`src/rtl/bcd_converter.sv`:
```
// ---------------------------------------------------------------------------
// bcd_converter
//
// Converts a 16-bit unsigned binary value (0..9999) into four packed BCD
// digits using a sequential double-dabble: one shift-and-adjust iteration per
// clock, 16 iterations per conversion. Inputs above 9999 are rejected
// immediately: ERR_CODE is driven on digit and err is raised.
//
// Ports
//   clk    in   1   sole clock, rising edge
//   rst_n  in   1   asynchronous active-low reset
//   start  in   1   conversion request, sampled only while idle
//   bin    in  16   binary value to convert
//   busy   out  1   high while a conversion is running
//   done   out  1   one-cycle pulse whenever digit is updated
//   err    out  1   last accepted bin was out of range
//   digit  out 16   packed BCD {thousands, hundreds, tens, units}
// ---------------------------------------------------------------------------
module bcd_converter #(
    parameter logic [15:0] ERR_CODE = 16'hFFFF
) (
    input  logic        clk,
    input  logic        rst_n,
    input  logic        start,
    input  logic [15:0] bin,
    output logic        busy,
    output logic        done,
    output logic        err,
    output logic [15:0] digit
);

    typedef enum logic {
        IDLE = 1'b0,
        CONV = 1'b1
    } state_t;

    state_t      state;
    logic [15:0] shift_reg;
    logic [15:0] acc;
    logic [4:0]  count;
    logic [15:0] acc_adj;

    // Double-dabble correction: every nibble of 5 or more gets +3 so that
    // the following left shift carries correctly into the next BCD digit.
    // The addition is deliberately nibble-local; no carry crosses nibbles.
    always_comb begin
        acc_adj = acc;
        for (int i = 0; i < 4; i++) begin
            if (acc[i*4 +: 4] >= 4'd5) begin
                acc_adj[i*4 +: 4] = acc[i*4 +: 4] + 4'd3;
            end
        end
    end

    // Control FSM and datapath. All outputs are registered, so nothing
    // reaches the ports combinationally from start or bin.
    always_ff @(posedge clk or negedge rst_n) begin
        if (!rst_n) begin
            state     <= IDLE;
            shift_reg <= 16'h0000;
            acc       <= 16'h0000;
            count     <= 5'd0;
            busy      <= 1'b0;
            done      <= 1'b0;
            err       <= 1'b0;
            digit     <= 16'h0000;
        end else begin
            done <= 1'b0;
            case (state)
                IDLE: begin
                    if (start) begin
                        if (bin > 16'd9999) begin
                            // Out-of-range values never enter CONV; the
                            // error code is published straight away.
                            digit <= ERR_CODE;
                            err   <= 1'b1;
                            done  <= 1'b1;
                        end else begin
                            shift_reg <= bin;
                            acc       <= 16'h0000;
                            count     <= 5'd0;
                            busy      <= 1'b1;
                            err       <= 1'b0;
                            state     <= CONV;
                        end
                    end
                end
                CONV: begin
                    shift_reg <= {shift_reg[14:0], 1'b0};
                    acc       <= {acc_adj[14:0], shift_reg[15]};
                    count     <= count + 5'd1;
                    // count==15 means this edge performs the 16th iteration,
                    // so the freshly shifted accumulator is the final result.
                    if (count == 5'd15) begin
                        digit <= {acc_adj[14:0], shift_reg[15]};
                        done  <= 1'b1;
                        busy  <= 1'b0;
                        state <= IDLE;
                    end
                end
                default: begin
                    state <= IDLE;
                end
            endcase
        end
    end

endmodule
```
`config.mk`:
```
export PLATFORM = sky130hd
export DESIGN_NAME = bcd_converter
export DESIGN_NICKNAME = d
export VERILOG_FILES = /design/src/rtl/bcd_converter.sv
export SDC_FILE = /design/constraint.sdc
export NUM_CORES = 1
export LEC_CHECK = 0
export CORE_UTILIZATION = 45
export CTS_CLUSTER_SIZE = 40
export DETAILED_ROUTE_END_ITERATION = 8
export HOLD_SLACK_MARGIN = 0.03
export PLACE_DENSITY = 0.75
export SLEW_MARGIN = 20
export SYNTH_ARGS = -nofsm -noshare
export SYNTH_HDL_FRONTEND = slang
export SYNTH_SLANG_ARGS = --single-unit
```
`constraint.sdc`:
```
create_clock -name clk -period 4.3 [get_ports clk]
set_input_delay 0.645 -clock clk [delete_from_list [all_inputs] [get_ports clk]]
set_output_delay 0.645 -clock clk [all_outputs]
set_load 0.01 [all_outputs]
```
==> results of run 1 <==
path summary, 6_finish.rpt:
| kind | to | slack, ns | cells past startpoint |
|---|---|---|---|
| max reg2reg | digit[3] | 1.72 | 5 |
| min | digit[0] | 0.23 | 1 |
| max | digit[3] | 1.72 | 5 |
| min reg2reg | count[4] | 0.50 | 1 |
| max in group asynchronous | acc[11] | 3.21 | 2 |
| min in group clk | count[4] | 0.50 | 1 |
through the flow:
stage	total power, W	utilization [%]
detailed placement	0.00213	54.3
global placement	0.00209	54.3
CTS	0.00256	57.0
finish	0.00254	57.0
floorplan	0.00179	-
global route	0.00274	57.0
cells by family (layout without fill, tap and decap cells):
group           after synthesis  count (layout)  synth area share [%]
fa+ha+maj                    10              10                  4.28
mux                          33              33                  13.6
xor+xnor                      5               5                  1.50
compound gates               52              52                  12.9
simple gates                 76              76                  13.7
buf+inv                      32              72                  5.18
flops                        57              57                  48.8
critical path, stage by stage (launching register included):
cell	delay [ns]
sky130_fd_sc_hd__dfrtp_1	0.61
sky130_fd_sc_hd__buf_4	0.36
sky130_fd_sc_hd__nor2b_1	0.22
sky130_fd_sc_hd__o21ai_0	0.15
sky130_fd_sc_hd__o21ai_2	0.70
sky130_fd_sc_hd__mux2_2	0.41
Yosys cell counts (all sizes together) (2+ instances only):
master / instances
buf: 12
clkbuf: 2
and3b: 2
o211ai: 2
inv: 18
nand2: 23
a21oi: 10
dfrtp: 57
nand4: 2
and3: 2
ha: 10
xnor2: 4
a222oi: 3
nand3: 16
or3: 9
o22a: 8
o21ai: 10
nor2: 9
mux2: 27
or4: 2
mux2i: 6
a211oi: 2
a22o: 5
a31oi: 9
nand2b: 6
power by group:
| group | leakage [nW] | switching [W] | internal [W] | total, W |
|---|---|---|---|---|
| registers | 0.671 | 0.000191 | 0.000781 | 0.000972 |
| logic | 0.756 | 0.000509 | 0.000639 | 0.00115 |
| clock network | 0.0887 | 0.000200 | 0.000217 | 0.000417 |
routing by layer:
layer | share of wire [%] | GRT usage [%] | vias up
li1 | - | - | 1017
met1 | 47 | 23.6 | 1045
met2 | 50 | 30.7 | 51
met3 | 3.0 | 3.08 | 5
met4 | 0.43 | 7.24 | 0
met5 | 0 | 0 | -
cell usage in the layout, fill, tap and decap left out, types with 2 or more instances in the layout:
cell type / instances
sky130_fd_sc_hd__dfrtp_1: 57
sky130_fd_sc_hd__clkdlybuf4s50_1: 36
sky130_fd_sc_hd__nand2_1: 22
sky130_fd_sc_hd__inv_1: 18
sky130_fd_sc_hd__mux2_2: 18
sky130_fd_sc_hd__nand3_1: 16
sky130_fd_sc_hd__a21oi_1: 10
sky130_fd_sc_hd__ha_1: 10
sky130_fd_sc_hd__clkbuf_8: 10
sky130_fd_sc_hd__nor2_1: 9
sky130_fd_sc_hd__o21ai_0: 9
sky130_fd_sc_hd__mux2_4: 9
sky130_fd_sc_hd__or3_1: 8
sky130_fd_sc_hd__a31oi_1: 8
sky130_fd_sc_hd__o22a_1: 7
sky130_fd_sc_hd__nand2b_1: 6
sky130_fd_sc_hd__mux2i_1: 6
sky130_fd_sc_hd__a22o_1: 5
sky130_fd_sc_hd__xnor2_1: 4
sky130_fd_sc_hd__clkinv_2: 4
sky130_fd_sc_hd__a222oi_1: 3
sky130_fd_sc_hd__and3_1: 2
sky130_fd_sc_hd__a211oi_1: 2
sky130_fd_sc_hd__o211ai_1: 2
sky130_fd_sc_hd__and3b_1: 2
sky130_fd_sc_hd__buf_4: 2
layout make-up:
| type | instances | area (um^2) | area share, % |
|---|---|---|---|
| Tap cell | 75 | 93.8 | 2.70 |
| Multi-Input combinational cell | 176 | 1340 | 38.7 |
| Clock buffer | 11 | 141 | 4.07 |
| Timing Repair Buffer | 39 | 380 | 11.0 |
| Inverter | 18 | 67.6 | 1.95 |
| Sequential cell | 57 | 1430 | 41.1 |
| Clock inverter | 4 | 20.0 | 0.577 |
==> implementation parameters, run 1 <==
Parameter                              Value

Logic synthesis
  Average cell area after synthesis ... 11.0 um^2
  Flip-flop and latch count after synthesis ... 57
  Number of library cell types mapped by synthesis ... 45
  Yosys top cell by area ... sky130_fd_sc_hd__dfrtp_1
  Share of synthesized registers carrying an async set or reset ... 100%
  Yosys warnings ... 0
  Sequential cell area fraction in the yosys report ... 48.8%
  Most instantiated flip-flop cell in the synthesis netlist ... sky130_fd_sc_hd__dfrtp_1
  Synthesized Nets ... 294
  Number of synthesized flops with an enable pin ... 0
  Count of mapped cells out of synthesis ... 265
  Post-synthesis instance area ... 2920 um^2
  Top-area cell type share of the netlist area ... just under 50%
  Top area cells in the synthesized netlist ... sky130_fd_sc_hd__dfrtp_1 49%, sky130_fd_sc_hd__mux2_2 6.9%, sky130_fd_sc_hd__mux2_4 4.6%

Die
  Number of placement rows ... 28
  Die Footprint ... around 6800 um^2
  Vertical extent of the die ... 82.6 um
  Core Region ... between 6000 and 7000 um^2
  Floorplan die width ... 82.6 um
  Number of placed I/O pins ... 38
  Starting density of the core ... between 40% and 50%

Setup path
  Endpoint kind of the worst setup timing path ... flop
  Critical path type ... flop to flop
  Startpoint kind of the worst setup timing path ... flop
  Worst EP required ... around 4.5 ns
  Worst endpoint data arrival time ... 2.79 ns
  Largest fanout on the critical path ... 26
  Launching instance or port of the critical path ... state
  Startpoint of the lowest-slack register-to-register path ... state

Routing
  Initial drt markers ... 149
  Wire length per cell ... 14.6 um
  Vias after detailed routing ... 2118
  Pre-Repair DR Iteration Count ... 4
  DRC violation count after routing ... 0
  Total Routed Length ... 5.56 mm
  Detail-routed via count per cell ... 5.57
  Detail Route Antenna Nets ... 0

Timing
  PnR worst setup slack ... between 1.5 and 2 ns
  Transition time at the pin with the least slew margin ... 0.849 ns
  Fmax ... 0.387 GHz
  Worst clock skew ... 0.00667 ns
  Hold_ws ... roughly 0.23 ns
  Final setup TNS ... 0 ns
  Final slew viol count ... 0
  Final hold violation count ... 0
  Worst max-slew margin expressed relative to the limit ... between 40 and 50%
  RSZ-0062 raised after global routing ... false
  Period utilisation layout ... around 60%
  Minimum clock period ... 2.58 ns
  Final setup fails ... 0

Placement
  Cell area after placement ... ~3300 um^2
  Final RePlAce weighted congestion ... 0.808
  Number of buffers added on ports ... 37
  DPL Wire Length ... 3.76 mm
  Number of cells in the design after placement ... between 300 and 400
  Pre-CTS setup slack ... about 1.4 ns

GRT
  Total gr overflow ... 0
  Wire length of the first global-routing pass ... 9.40 mm
  Gr usage total ... 18.3%
  Antenna violations before repair ... 0
  Number of global-route vias before repair ... 2023
  Largest net degree at the start of global routing ... 43

Power and ir drop
  Worst ir drop on vdd ... between 0.3 and 0.4 mV
  Power density over the cells ... 731 nW/um^2
  Leakage power ... 1.52 nW

Final layout
  Fill cell count ... 535
  Final Cell Area ... ~3500 um^2
  Share of layout cells above drive strength 1 ... 17.0%
  Synthesis-to-layout area growth ... 18.9%
  Antenna diodes ... 0
  Net count, final ... 330
  Count of placed standard cells in the final layout, fillers left out ... 380

Job
  Max-cap violations ... 0

Clock network
  Number of buffers created by CTS ... 9
  Number of buffers inserted by hold repair at cts ... 0
  Count of buffers added by post-CTS timing repair for setup ... 0
  Cells resized by post-CTS repair ... 0
  Clock-pin slew reported for the worst setup and hold paths after clock tree synthesis ... 0.06 ns
  Later-pin clock latency in the skew report ... approximately 0.32 ns
  H-tree level count ... 3
  Clock root cell ... sky130_fd_sc_hd__clkbuf_8
  Clk buf depth ... 2
  CTS sink cnt ... 57
  TritonCTS clock tree ... yes

Hold path
  Worst min path class ... primary input to async pin

Status
  Outcome ... complete, no violations
No activity file was read; power rests on OpenSTA's default activity.
==> run 2, diff against run 1 <==
==> constraint.sdc (replaced) <==
create_clock -name clk -period 2.38 [get_ports clk]
set_input_delay 0.357 -clock clk [delete_from_list [all_inputs] [get_ports clk]]
set_output_delay 0.357 -clock clk [all_outputs]
set_load 0.01 [all_outputs]
==> run 2 against run 1 <==
Clock power up 130%; critical path depth unchanged; register-to-register slack got worse by 1.3 ns; critical path type is now primary input to flop; cell area grew 3.6%; sequential share of layout area down 1.4 points.
==> implementation parameters, run 2 (same netlist as run 1, synthesis figures left out) <==
Parameter                              Value

Final layout
  Share of layout cells above drive strength 1 ... 18.8% (+1.8 points)
  Most common library cell in the layout ignoring fill and taps ... sky130_fd_sc_hd__dfrtp_1
  Highest-count cells in the layout ignoring fill and taps ... 57 x sky130_fd_sc_hd__dfrtp_1, 36 x sky130_fd_sc_hd__clkdlybuf4s50_1, 22 x sky130_fd_sc_hd__nand2_1
  Antenna diodes ... 0 (unchanged)
  Synthesis-to-layout area growth ... 23.1%
  Final Cell Area ... 3600 um^2 (+3.6%)
  Net count, final ... 337 (+2.1%)

Die
  Vertical extent of the die ... 82.6 um (unchanged)
  Core Region ... 6100 um^2 (unchanged)
  Number of placed I/O pins ... 38 (unchanged)
  Starting density of the core ... 47.9% (unchanged)
  Floorplan die width ... 82.6 um (unchanged)
  Die Footprint ... 6820 um^2 (unchanged)
  Number of placement rows ... 28 (unchanged)

Power and ir drop
  Power density over the cells ... 1340 nW/um^2 (+84%)
  Design internal power ... 0.00317 W (+93%)
  Power dissipated by switching net loads ... 0.00167 W (+85%)
  Clock power share ... 19.8% (+3.4 points)
  Sequential fraction of design power ... 36.1% (-2.2 points)
  Switching share of total power ... 34.5% (-1.0 points)
  Leakage power ... 1.57 nW (+3.9%)
  Worst ir drop on vdd ... 0.795 mV (+150%)
  Fraction of power consumed by combinational cells ... 44.1% (-1.1 points)

Setup path
  Register-to-register setup slack ... 0.43 ns (-1.29 ns)
  Startpoint kind of the worst setup timing path ... primary input
  Stage delay of the slowest cell on the critical path ... 0.71 ns (about the same)
  Worst EP required ... 2.61 ns (-1.89 ns)
  Series of cell instances along the critical path ... clkdlybuf4s50_1 -> nor2b_1 -> o21ai_0 -> o21ai_2 -> mux2_2
  Largest fanout on the critical path ... 17 (-35%)
  Number of cells on the worst reg-to-reg path ... 4 (-1)
  Worst endpoint data arrival time ... 2.31 ns (-0.48 ns)
  Endpoint kind of the worst setup timing path ... flop
  Startpoint of the lowest-slack register-to-register path ... state
  CP max-delay cell ... sky130_fd_sc_hd__o21ai_2
  Launching instance or port of the critical path ... start
  R2r endpoint ... digit[8]
  Critical path type ... primary input to flop

Clock network
  Count of buffers added by post-CTS timing repair for setup ... 0 (unchanged)
  H-tree level count ... 3 (unchanged)
  CTS sink cnt ... 57 (unchanged)
  Later-pin clock latency in the skew report ... 0.34 ns (+0.02 ns)
  Number of buffers created by CTS ... 9 (unchanged)
  Number of buffers inserted by hold repair at cts ... 0 (unchanged)
  Clk buf depth ... 2 (unchanged)
  Cells resized by post-CTS repair ... 0 (unchanged)
  Clock-pin slew reported for the worst setup and hold paths after clock tree synthesis ... 0.06 ns (about the same)
  TritonCTS clock tree ... yes
  Clock root cell ... sky130_fd_sc_hd__clkbuf_8

Placement
  Final RePlAce weighted congestion ... 0.815 (+0.78%)
  Number of buffers added on ports ... 37 (unchanged)
  DPL Wire Length ... 3.66 mm (-2.8%)
  Cell area after placement ... 3390 um^2 (+2.3%)

Hold path
  Worst min path class ... primary input to async pin

Routing
  Pre-Repair DR Iteration Count ... 5 (+1)
  Detail Route Antenna Nets ... 0 (unchanged)
  Routed length on met1 ... 2.57 mm (-1.1%)
  Topmost layer with routed signal wires ... met4
  Detail-routed via count per cell ... 5.52 (-1.0%)
  Met3 routed WL ... 260 um (+54%)
  Initial drt markers ... 164 (+10%)
  Vias after detailed routing ... 2140 (+1.0%)
  Routed length on met2 ... 2.86 mm (+3.4%)
  DRC violation count after routing ... 0 (unchanged)
  Total Routed Length ... 5.80 mm (+4.3%)
  Wire length per cell ... 14.9 um (+2.1%)

Status
  Outcome ... complete, no violations

Timing
  Transition time at the pin with the least slew margin ... 0.848 ns (-0.00111 ns)
  Worst clock skew ... 0.00823 ns (+0.00156 ns)
  Minimum clock period ... 2.08 ns
  Fmax ... 0.480 GHz
  Period utilisation layout ... 87.6%
  Worst max-slew margin expressed relative to the limit ... 43.4% (+0.067 points)
  RSZ-0062 raised after global routing ... false
  Final setup fails ... 0 (unchanged)
  Final slew viol count ... 0 (unchanged)
  Hold_ws ... 0.136 ns (-0.0889 ns)
  Final hold violation count ... 0 (unchanged)

GRT
  Largest net degree at the start of global routing ... 58 (+35%)
  Number of global-route vias before repair ... 2012 (-0.54%)
  Total gr overflow ... 0 (unchanged)
  Wire length of the first global-routing pass ... 9.68 mm (+3.0%)
  Gr usage total ... 19.7% (+1.4 points)
  Antenna violations before repair ... 0 (unchanged)

Job
  Max-cap violations ... 0 (unchanged)
==> run 2: worst max-delay path by stage <==
stage	to	slack, ns	cells after the start
after floorplan	shift_reg[10]	0.70	5
after global placement	digit[3]	0.01	5
after detailed placement	digit[11]	-0.08	5
after CTS	digit[11]	0.29	5
after global routing	digit[11]	0.21	5
final	digit[11]	0.30	5
==> run 2: metrics by stage <==
step	util, %	power [W]	worst slack (ns)	std cells	setup TNS, ns
after CTS	59.0	0.00488	0.288	388	0
after global placement	55.6	0.00381	0.0147	372	0
after detailed placement	55.6	0.00390	-0.0836	372	-0.455
after floorplan	-	0.00324	0.699	265	0
after global routing	59.0	0.00522	0.212	388	0
final	59.0	0.00483	0.296	388	0
==> run 2: cell type report <==
cell class                      instances  area, um^2
Timing Repair Buffer                   46         458
Multi-Input combinational cell        176        1340
Inverter                               18        67.6
Clock inverter                          2        35.0
Sequential cell                        57        1430
Clock buffer                           14         173
Tap cell                               75        93.8
Fill cell                             513        2500
==> run 2: worst max-delay path, delay by kind of cell <==
| family | cells | cell delay, ns |
|---|---|---|
| compound gates | 2 | 0.87 |
| buf+inv | 1 | 0.48 |
| mux | 1 | 0.42 |
| simple gates | 1 | 0.18 |
==> run 2: routing by layer <==
| metal | vias up | track usage (%) |
|---|---|---|
| met5 | - | 0 |
| met4 | 0 | 7.76 |
| li1 | 1032 | - |
| met2 | 46 | 31.5 |
| met1 | 1051 | 23.7 |
| met3 | 11 | 8.13 |
==> run 2: power groups by stage <==
stage               Sequential (W)  Combinational [W]  Clock, W
detailed placement         0.00176            0.00214         0
global placement           0.00174            0.00207         0
CTS                        0.00174            0.00216  0.000978
global route               0.00181            0.00238   0.00103
floorplan                  0.00173            0.00151         0
finish                     0.00175            0.00213  0.000958
==> run 3, diff against run 2 <==
--- a/config.mk
+++ b/config.mk
@@ -5,11 +5,13 @@
 export SDC_FILE = /design/constraint.sdc
 export NUM_CORES = 1
 export LEC_CHECK = 0
-export CORE_UTILIZATION = 45
+export CORE_UTILIZATION = 40
+export CTS_CLUSTER_DIAMETER = 60
 export CTS_CLUSTER_SIZE = 40
 export DETAILED_ROUTE_END_ITERATION = 8
 export HOLD_SLACK_MARGIN = 0.03
-export PLACE_DENSITY = 0.75
+export PLACE_DENSITY = 0.69
+export SETUP_SLACK_MARGIN = 0.4
 export SLEW_MARGIN = 20
 export SYNTH_ARGS = -nofsm -noshare
 export SYNTH_HDL_FRONTEND = slang
==> run 3 against run 2 <==
Worst setup slack improved by 0.22 ns; die area is 12% higher; non-clock buffer count is 4 higher; critical path depth increased by 1; clock skew barely moved; first-iteration DRC count decreased by 38%; sequential share of layout area shrank 0.98 points; sequential cell count stayed put; sequential power is essentially flat; cell area is 2.5% higher; critical endpoint is now shift_reg[11]; highest routed layer unchanged.
==> implementation parameters, run 3 (same netlist as run 1, synthesis figures left out) <==
Parameter                              Value

GRT
  Peak-usage layer in the global routing report ... met2
  Met1 Usage GRT ... 22.2% (-1.6 points)
  Met2 track demand over resource in global routing ... 28.1% (-3.4 points)
  Largest net degree at the start of global routing ... 31 (-47%)
  Wire length of the first global-routing pass ... 10.2 mm (+5.1%)
  Gr usage total ... 17.6% (-2.2 points)
  Antenna violations before repair ... 0 (unchanged)
  Total gr overflow ... 0 (unchanged)
  Global-route met3 utilization ... 6.16% (-2.0 points)
  Number of global-route vias before repair ... 2163 (+7.5%)

Power and ir drop
  Worst ir drop on vdd ... 0.515 mV (-35%)
  Power density over the cells ... 1330 nW/um^2 (-1.4%)
  Total power ... 0.00489 W (+1.1%)
  Leakage power ... 1.60 nW (+1.8%)

Timing
  Final setup fails ... 0 (unchanged)
  Final setup TNS ... 0 ns (unchanged)
  RSZ-0062 raised after global routing ... false
  Worst max-slew margin expressed relative to the limit ... 56.9% (+13 points)
  Transition time at the pin with the least slew margin ... 0.646 ns (-0.202 ns)
  Minimum clock period ... 1.87 ns (-0.215 ns)
  Period utilisation layout ... 78.5% (-9.0 points)
  PnR worst setup slack ... 0.511 ns (+0.215 ns)
  Worst clock skew ... 0.00778 ns (-0.000457 ns)
  Final slew viol count ... 0 (unchanged)
  Final hold violation count ... 0 (unchanged)
  Fmax ... 0.535 GHz (+12%)

Setup path
  Largest fanout on the critical path ... 8 (-9)
  Series of cell instances along the critical path ... clkdlybuf4s50_1 -> or4_1 -> nand2_2 -> a31oi_4 -> buf_4 -> mux2_4
  Critical path's top delay family ... simple AND/OR/NAND/NOR gates
  Register-to-register setup slack ... 0.59 ns (+0.16 ns)
  Critical path type ... primary input to flop
  Worst path buffer plus inverter count ... 2 (+1)
  CP max-delay cell ... sky130_fd_sc_hd__or4_1
  Number of cells on the worst reg-to-reg path ... 6 (+2)
  Startpoint of the lowest-slack register-to-register path ... count[0]
  Worst EP required ... 2.61 ns (about the same)
  Endpoint kind of the worst setup timing path ... flop
  R2r endpoint ... digit[3]
  Stage delay of the slowest cell on the critical path ... 0.58 ns (-0.13 ns)
  Startpoint kind of the worst setup timing path ... primary input
  Worst endpoint data arrival time ... 2.10 ns (-0.21 ns)

Die
  Vertical extent of the die ... 87.4 um (+5.9%)
  Die Footprint ... 7650 um^2 (+12%)
  Number of placement rows ... 30 (+7.1%)
  Core Region ... 6910 um^2 (+13%)
  Number of placed I/O pins ... 38 (unchanged)
  Floorplan die width ... 87.4 um (+5.9%)
  Starting density of the core ... 42.3% (-5.6 points)

Placement
  Number of cells in the design after placement ... 397 (+6.7%)
  Cell area after placement ... 3460 um^2 (+2.0%)
  Number of buffers added on ports ... 37 (unchanged)
  Final RePlAce weighted congestion ... 0.786 (-3.5%)
  DPL Wire Length ... 3.93 mm (+7.5%)
  Pre-CTS setup slack ... -0.0344 ns (+0.0492 ns)

Final layout
  Most common library cell in the layout ignoring fill and taps ... sky130_fd_sc_hd__dfrtp_1
  Count of placed standard cells in the final layout, fillers left out ... 413 (+6.4%)
  Fill cell count ... 625 (+22%)
  Share of layout cells above drive strength 1 ... 20.8% (+2.0 points)
  Final Cell Area ... 3690 um^2 (+2.5%)
  Net count, final ... 341 (+1.2%)
  Highest-count cells in the layout ignoring fill and taps ... 57 x sky130_fd_sc_hd__dfrtp_1, 36 x sky130_fd_sc_hd__clkdlybuf4s50_1, 22 x sky130_fd_sc_hd__nand2_1
  Antenna diodes ... 0 (unchanged)
  Synthesis-to-layout area growth ... 26.3%

Clock network
  TritonCTS clock tree ... yes
  Clk buf depth ... 2 (unchanged)
  H-tree level count ... 3 (unchanged)
  Clock-pin slew reported for the worst setup and hold paths after clock tree synthesis ... 0.07 ns (about the same)
  Number of buffers created by CTS ... 9 (unchanged)
  CTS sink cnt ... 57 (unchanged)
  Clock root cell ... sky130_fd_sc_hd__clkbuf_8
  Later-pin clock latency in the skew report ... 0.35 ns (about the same)
  Count of buffers added by post-CTS timing repair for setup ... 0 (unchanged)

Status
  Outcome ... complete, no violations

Routing
  Initial drt markers ... 102 (-38%)
  Vias after detailed routing ... 2136 (-0.19%)
  Pre-Repair DR Iteration Count ... 4 (-1)
  Total Routed Length ... 5.74 mm (-1.0%)
  Wire length per cell ... 13.9 um (-7.0%)
  DRC violation count after routing ... 0 (unchanged)
  Detail-routed via count per cell ... 5.17 (-6.2%)
  Detail Route Antenna Nets ... 0 (unchanged)

Job
  Max-cap violations ... 0 (unchanged)

Hold path
  Worst min path class ... primary input to async pin
-- run 3: cell types whose count changed in the layout (fill, tap and decap cells not counted), moves of 2 or more --
| cell | delta |
|---|---|
| sky130_fd_sc_hd__buf_4 | +3 |
| sky130_fd_sc_hd__clkinv_4 | +2 |
| sky130_fd_sc_hd__clkbuf_1 | -2 |
| sky130_fd_sc_hd__clkbuf_8 | -3 |
-- run 3: routing by layer --
| layer | up-vias | share of wire, % |
|---|---|---|
| met4 | 0 | 1.1 |
| met1 | 1040 | 47 |
| met5 | - | 0 |
| met2 | 46 | 47 |
| met3 | 8 | 4.3 |
| li1 | 1042 | - |
-- run 3: what timing repair did --
action                                  in CTS  in global routing
hold endpoints to repair                     0                  0
endpoints found under the setup margin       6                 15
gates resized for setup                      1                  2
hold buffers                                 0                  0
-- run 3: metrics by stage --
step | util, % | hold WS, ns
finish | 53.4 | 0.0299
global route | 53.4 | 0.0608
CTS | 53.3 | 0.0370
detailed placement | 50.1 | 0.424
global placement | 50.1 | 0.421
floorplan | - | 0.0614
-- run 3: final cells by class --
cell class	count	area (um^2)	share of cell area, %
Tap cell	96	120	3.26
Clock buffer	9	124	3.36
Clock inverter	7	95.1	2.58
Multi-Input combinational cell	176	1350	36.7
Timing Repair Buffer	50	500	13.6
Sequential cell	57	1430	38.7
Inverter	18	67.6	1.83
-- run 3: power breakdown --
part           switching [W]  total [W]  internal (W)
Sequential          0.000328    0.00174       0.00141
Combinational       0.000947    0.00215       0.00120
Clock               0.000411   0.000999      0.000588
-- run 3: worst max-delay path by stage --
stage / from / to / slack, ns / cells past startpoint
final: bin[12] / shift_reg[11] / 0.51 / 6
after global placement: start / digit[7] / -0.01 / 5
after CTS: bin[14] / digit[3] / 0.46 / 5
after floorplan: bin[14] / shift_reg[10] / 0.70 / 5
after global routing: bin[12] / shift_reg[1] / 0.42 / 6
after detailed placement: start / digit[3] / -0.03 / 5
-- run 3: worst reg2reg max path, stage by stage, from the launching register on --
cell                      delay (ns)
sky130_fd_sc_hd__dfrtp_1        0.37
sky130_fd_sc_hd__ha_1           0.18
sky130_fd_sc_hd__and3_1         0.17
sky130_fd_sc_hd__ha_1           0.17
sky130_fd_sc_hd__nand2_1        0.12
sky130_fd_sc_hd__o21ai_4        0.25
sky130_fd_sc_hd__mux2_2         0.40
